<file path="src/rtl/ps2_text_buffer_if.sv">
// rtl/ps2_text_buffer_if.sv - keycode/event, read-port and status bundle for ps2_text_buffer
interface ps2_text_buffer_if #(
    parameter int AW = 5
);
    logic          keycode_ready;
    logic [7:0]    keycode;
    logic          ext;
    logic          make;
    logic [7:0]    ascii;
    logic          clear;
    logic [AW-1:0] raddr;
    logic [7:0]    rdata;
    logic [AW-1:0] cursor;
    logic          shift;
    logic          full;
    logic          busy;

    modport master (
        output keycode_ready, keycode, ext, make, ascii, clear, raddr,
        input  rdata, cursor, shift, full, busy
    );

    modport slave (
        input  keycode_ready, keycode, ext, make, ascii, clear, raddr,
        output rdata, cursor, shift, full, busy
    );
endinterface

</file>
<file path="src/rtl/ps2_text_buffer.sv">
// rtl/ps2_text_buffer.sv - line-editing text buffer between PS/2 keycodes and the LCD scan port
module ps2_text_buffer #(
    parameter int         COLS = 16,
    parameter int         ROWS = 2,
    parameter int         AW   = 5,
    parameter int         WRAP = 1,
    parameter logic [7:0] FILL = 8'h20
) (
    input  logic               clk,
    input  logic               reset_n,
    ps2_text_buffer_if.slave   bus
);
    localparam int            DEPTH    = COLS * ROWS;
    localparam logic [AW-1:0] LAST     = AW'(DEPTH - 1);
    localparam logic [AW-1:0] LAST_ROW = AW'((ROWS - 1) * COLS);
    localparam logic [AW-1:0] ONE      = AW'(1);
    localparam logic [7:0]    KC_LSHIFT = 8'h12;
    localparam logic [7:0]    KC_RSHIFT = 8'h59;
    localparam logic [7:0]    KC_BKSP   = 8'h66;
    localparam logic [7:0]    KC_ENTER  = 8'h5A;

    typedef enum logic {S_CLEAR, S_IDLE} state_t;

    state_t        r_state, w_state_nxt;
    logic [AW-1:0] r_sweep, w_sweep_nxt;
    logic [AW-1:0] r_cursor, w_cursor_nxt;
    logic          r_full, w_full_nxt;
    logic          r_shift;
    logic [7:0]    r_rdata;
    logic [7:0]    r_mem [DEPTH];

    logic          w_we;
    logic [AW-1:0] w_waddr;
    logic [7:0]    w_wdata;
    logic          w_is_shift;
    logic          w_edit;
    logic          w_last_row;
    logic [AW-1:0] w_row_next;
    logic [7:0]    w_char;

    assign w_is_shift = !bus.ext && (bus.keycode == KC_LSHIFT || bus.keycode == KC_RSHIFT);
    assign w_edit     = bus.keycode_ready && bus.make && !bus.ext;
    assign w_last_row = (r_cursor >= LAST_ROW);
    // Start of the following row; truncation on the last row is harmless because it is not used there.
    assign w_row_next = AW'((int'(r_cursor) / COLS + 1) * COLS);
    assign w_char     = (r_shift && bus.ascii >= 8'h61 && bus.ascii <= 8'h7A) ? bus.ascii - 8'h20 : bus.ascii;

    // State, sweep pointer, cursor and full flag registers.
    always_ff @(posedge clk or negedge reset_n) begin
        if (!reset_n) begin
            r_state  <= S_CLEAR;
            r_sweep  <= '0;
            r_cursor <= '0;
            r_full   <= 1'b0;
        end else begin
            r_state  <= w_state_nxt;
            r_sweep  <= w_sweep_nxt;
            r_cursor <= w_cursor_nxt;
            r_full   <= w_full_nxt;
        end
    end

    // Next-state logic and the single RAM write port; clear wins over a same-cycle key.
    always_comb begin
        w_state_nxt  = r_state;
        w_sweep_nxt  = r_sweep;
        w_cursor_nxt = r_cursor;
        w_full_nxt   = r_full;
        w_we         = 1'b0;
        w_waddr      = r_cursor;
        w_wdata      = FILL;
        case (r_state)
            S_CLEAR: begin
                w_we    = 1'b1;
                w_waddr = r_sweep;
                if (bus.clear) begin
                    w_sweep_nxt = '0;
                end else if (r_sweep == LAST) begin
                    w_state_nxt  = S_IDLE;
                    w_sweep_nxt  = '0;
                    w_cursor_nxt = '0;
                    w_full_nxt   = 1'b0;
                end else begin
                    w_sweep_nxt = r_sweep + ONE;
                end
            end
            S_IDLE: begin
                if (bus.clear) begin
                    w_state_nxt = S_CLEAR;
                    w_sweep_nxt = '0;
                end else if (w_edit) begin
                    if (bus.keycode == KC_BKSP) begin
                        if (r_full) begin
                            w_we         = 1'b1;
                            w_waddr      = LAST;
                            w_cursor_nxt = LAST;
                            w_full_nxt   = 1'b0;
                        end else if (r_cursor != '0) begin
                            w_we         = 1'b1;
                            w_waddr      = r_cursor - ONE;
                            w_cursor_nxt = r_cursor - ONE;
                        end
                    end else if (bus.keycode == KC_ENTER) begin
                        if (!w_last_row)
                            w_cursor_nxt = w_row_next;
                        else if (WRAP != 0)
                            w_cursor_nxt = '0;
                        else
                            w_full_nxt = 1'b1;
                    end else if (!w_is_shift && bus.ascii != 8'h00 && !r_full) begin
                        w_we    = 1'b1;
                        w_waddr = r_cursor;
                        w_wdata = w_char;
                        if (r_cursor != LAST)
                            w_cursor_nxt = r_cursor + ONE;
                        else if (WRAP != 0)
                            w_cursor_nxt = '0;
                        else
                            w_full_nxt = 1'b1;
                    end
                end
            end
            default: w_state_nxt = S_CLEAR;
        endcase
    end

    // Shift is tracked even while the sweep runs so a held key is not lost.
    always_ff @(posedge clk or negedge reset_n) begin
        if (!reset_n)
            r_shift <= 1'b0;
        else if (bus.keycode_ready && w_is_shift)
            r_shift <= bus.make;
    end

    // Character RAM write port; contents come from the clear sweep, not reset.
    always_ff @(posedge clk) begin
        if (w_we)
            r_mem[w_waddr] <= w_wdata;
    end

    // Registered read port; a same-address write in this cycle returns the old data.
    always_ff @(posedge clk or negedge reset_n) begin
        if (!reset_n)
            r_rdata <= 8'h00;
        else
            r_rdata <= r_mem[bus.raddr];
    end

    assign bus.rdata  = r_rdata;
    assign bus.cursor = r_cursor;
    assign bus.shift  = r_shift;
    assign bus.full   = r_full;
    assign bus.busy   = (r_state == S_CLEAR);
endmodule

</file>
<file path="src/flat_wrapper.sv">
// flat-port wrapper written by rule: the top's interface ports become plain ports
module ps2_text_buffer_flat 
#(
    parameter int         COLS = 16,
    parameter int         ROWS = 2,
    parameter int         AW   = 5,
    parameter int         WRAP = 1,
    parameter logic [7:0] FILL = 8'h20
)
  (clk, reset_n, bus_keycode_ready, bus_keycode, bus_ext, bus_make, bus_ascii, bus_clear, bus_raddr, bus_rdata, bus_cursor, bus_shift, bus_full, bus_busy);
  ps2_text_buffer_if #(.AW(AW)) bus_i ();
  input  logic clk;
  input  logic reset_n;
  input wire logic [$bits(bus_i.keycode_ready)-1:0] bus_keycode_ready;
  input wire logic [$bits(bus_i.keycode)-1:0] bus_keycode;
  input wire logic [$bits(bus_i.ext)-1:0] bus_ext;
  input wire logic [$bits(bus_i.make)-1:0] bus_make;
  input wire logic [$bits(bus_i.ascii)-1:0] bus_ascii;
  input wire logic [$bits(bus_i.clear)-1:0] bus_clear;
  input wire logic [$bits(bus_i.raddr)-1:0] bus_raddr;
  output wire logic [$bits(bus_i.rdata)-1:0] bus_rdata;
  output wire logic [$bits(bus_i.cursor)-1:0] bus_cursor;
  output wire logic [$bits(bus_i.shift)-1:0] bus_shift;
  output wire logic [$bits(bus_i.full)-1:0] bus_full;
  output wire logic [$bits(bus_i.busy)-1:0] bus_busy;
  assign bus_i.keycode_ready = bus_keycode_ready;
  assign bus_i.keycode = bus_keycode;
  assign bus_i.ext = bus_ext;
  assign bus_i.make = bus_make;
  assign bus_i.ascii = bus_ascii;
  assign bus_i.clear = bus_clear;
  assign bus_i.raddr = bus_raddr;
  assign bus_rdata = bus_i.rdata;
  assign bus_cursor = bus_i.cursor;
  assign bus_shift = bus_i.shift;
  assign bus_full = bus_i.full;
  assign bus_busy = bus_i.busy;
  ps2_text_buffer #(.COLS(COLS), .ROWS(ROWS), .AW(AW), .WRAP(WRAP), .FILL(FILL)) u_core (.clk(clk), .reset_n(reset_n), .bus(bus_i));
endmodule
</file>
<file path="config.mk">
export PLATFORM = sky130hd
export DESIGN_NAME = ps2_text_buffer_flat
export DESIGN_NICKNAME = d
export VERILOG_FILES = /design/src/rtl/ps2_text_buffer_if.sv /design/src/rtl/ps2_text_buffer.sv /design/src/flat_wrapper.sv
export SDC_FILE = /design/constraint.sdc
export NUM_CORES = 1
export LEC_CHECK = 0
export ABC_CLOCK_PERIOD_IN_PS = 3700
export CAP_MARGIN = 20
export CORE_AREA = 3 3 219 221
export CTS_CLUSTER_SIZE = 40
export DETAILED_ROUTE_END_ITERATION = 10
export DIE_AREA = 0 0 222 224
export PLACE_DENSITY = 0.45
export SLEW_MARGIN = 0
export SYNTH_ARGS = -nofsm -noshare
export SYNTH_HDL_FRONTEND = slang
export SYNTH_SLANG_ARGS = --single-unit
</file>
<file path="constraint.sdc">
create_clock -name clk -period 3.7 [get_ports clk]
set_input_delay 0.555 -clock clk [delete_from_list [all_inputs] [get_ports clk]]
set_output_delay 0.555 -clock clk [all_outputs]
set_load 0.02 [all_outputs]
</file>
==> run metrics <==
setup ws final 0.497 ns; period utilization 0.866; fmax 0.312 GHz; clk_lat worst skew 0.54 ns; CTS tree built; CP max-delay cell or4b_1; Sink Count 276; Worst path max stage delay between 0.7 and 0.8 ns; #FFs+latches synth 276; WL per Instance about 21 µm; worst-margin pin slew 0.934 ns; vias post-DR 6056; Main synth FF type edfxtp_1; Synth Area in XOR/XNOR 0.00152; nets just over 700; post-detailed-placement half-perimeter wirelength 18900 µm; clock-pin slew on the worst setup and hold paths approximately 0.06 ns; post-route ant nets 0; Crit path buffers/inverters 2; postcts setup bufs 0; min Tclk post-route about 3.2 ns; DR pass1 iterations 4; Synth top area share 0.669; DRT iter0 DRCs 411; Synth area leaders edfxtp_1 67%, mux4_2 16%, dfrtp_1 4.4%; synthesized cell area 0.0115 mm²; final WL 27700 µm; Synth Area in Compound Gates 0.0354; placed insts roughly 1300; # DRC 0; syn avg cell area 19.8 µm²; Post-synth ARST share 0.0725; Core Area 0.0464 mm²; die height 224 µm; Slew Limit Headroom 0.375; fraction of layout instances using a drive strength above 1 0.297; CP delay by family, top simple AND/OR/NAND/NOR gates; Synth Area in Simple Gates 0.0569; starting density of the core 0.248; gate count after technology mapping a little under 600; std cell rows 79; EDFF count, synth 256; vias in the first global route 6417; adder-cell area share of the yosys netlist 0.00653; die area 0.0497 mm²; gr usage total 0.111; vias per cell 4.61; fin area 0.0140 mm²; sequential share of the synthesized area 0.713; commonest non-fill, non-tap cell in the layout edfxtp_1; post-synthesis mux area share 0.173; CP required 4.00 ns; Peak VDD IR between 0.0003 and 0.0004 V; WS Path Type in2reg; setup TNS 0 ns; total power 6.77 mW; run status finished, final reports clean; Max-Cap Viols 0; Synth warnings 0; final cell count without fillers 1314; first-pass GRT wire length 42100 µm; Static Leak 5.00 nW; number of distinct library cells after synthesis 60; element type at the critical path end register; Worst EP arrival 3.50 ns; Root Driver clkbuf_16; initial antenna violation count 0; Final setup viols 0; worst-path fanout max 8; Pwr Density 482 mW/mm²; largest net degree at the start of global routing 33; H-tree lvl count 1; ANT cells 0; main combinational cell family by area after synthesis multiplexers; routability congestion estimate from global placement 0.774; IO Port Bufs 41; RSZ-0062 raised after global routing false; Hold-fix buffers, CTS 0; final hold viol count 0; top cell type by total area after synthesis edfxtp_1; dpl cell area 0.0130 mm²; syn_nets 614; Post-CTS Resized 0; number of CTS-inserted buffers 31; P&R area growth vs syn 22.3%; buffer depth of the longest clock path 3; Chip Width 222 µm; commonest non-fill, non-tap cells in the layout 256 x edfxtp_1, 80 x mux4_2, 52 x buf_4; Cell Chain, Critical Path clkdlybuf4s50_1 > or4b_1 > nor4_4 > mux2_2 > a22oi_1 > nor3_1 > buf_4; Slew Limit Fails 0; DP Worst Slack -0.0399 ns; I/O Pins 43; grt total ovfl 0; nature of the critical path startpoint input port; HP Class in2async; skew final 0.00930 ns
[per-stage QoR]
| stage | hold slack, ns | utilization |
|---|---|---|
| floorplan | 0.259 | - |
| global placement | 0.526 | 0.280 |
| detailed placement | 0.539 | 0.281 |
| CTS | 0.351 | 0.303 |
| global route | 0.377 | 0.303 |
| finish | 0.364 | 0.303 |
[layout make-up]
class / count / area [µm²]
clock buffers: 33 / 783
clock inverters: 24 / 234
fillers: 4441 / 32300
inverters: 10 / 37.5
multi-input cells: 266 / 3150
flip-flops and latches: 276 / 8190
well taps: 607 / 759
repair buffers: 98 / 898
[cell families after synthesis]
family                     Yosys count
adders and majority gates            6
muxes                               97
other                                1
and+or+nand+nor                    105
AOI/OAI and AO/OA                   55
DFF                                276
buffers and inverters               39
xor gates and xnor gates             2
[state kept, by name, summed over array words and instances, names as in the netlist]
name,count
u_core.bus.cursor,5
u_core.bus.rdata,8
u_core.r_state,1
u_core.r_mem,256
u_core.bus.shift,1
u_core.r_sweep,5
[power breakdown]
group	total [mW]	leakage, nW	switching, mW	internal (mW)
sequential	3.42	3.03	0.0154	3.40
clock	3.01	0.494	1.20	1.81
combinational	0.335	1.47	0.178	0.157
total	6.77	5.00	1.39	5.37
[final timing paths]
| path | start | to | slack, ns | cells past startpoint |
|---|---|---|---|---|
| max | bus_keycode[0] | u_core.r_mem[8][2]$_DFFE_PP_ | 0.50 | 7 |
| min reg2reg | u_core.bus.shift$_DFFE_PN0P_ | u_core.bus.shift$_DFFE_PN0P_ | 0.54 | 1 |
| min | reset_n | u_core.bus.shift$_DFFE_PN0P_ | 0.36 | 1 |
| max in group asynchronous | reset_n | u_core.bus.rdata[4]$_DFF_PN0_ | 2.84 | 2 |
| min in group clk | u_core.bus.shift$_DFFE_PN0P_ | u_core.bus.shift$_DFFE_PN0P_ | 0.54 | 1 |
| max reg2reg | u_core.bus.cursor[0]$_DFFE_PN0P_ | u_core.r_mem[30][3]$_DFFE_PP_ | 0.66 | 8 |
[metal layers]
layer  share of wire  GRT usage
met1            0.46      0.154
met2            0.47      0.179
met3           0.055     0.0233
met4           0.017     0.0248
met5               0          0
[synthesized netlist by cell type (2+ instances only)]
cell / n
nand2_1: 8
a211o_1: 3
nor4_4: 2
o2bb2ai_1: 2
or4_1: 4
inv_1: 9
a22oi_1: 2
buf_1: 6
mux2_2: 11
dfrtp_1: 20
mux2i_1: 6
nand2b_1: 2
clkbuf_1: 15
nor3_1: 20
o21ai_0: 7
xnor2_1: 2
o32a_1: 3
and2_1: 6
a31oi_1: 3
buf_2: 7
nor2b_1: 2
a21oi_1: 12
and3_1: 4
a32oi_1: 3
edfxtp_1: 256
a21o_1: 3
nand4_1: 3
nor4b_1: 5
nor4_1: 17
o21ai_1: 2
nor2_1: 18
or4b_1: 2
and4b_1: 4
ha_1: 6
nand3_1: 2
mux4_2: 80
No activity file was read; power rests on OpenSTA's default activity.
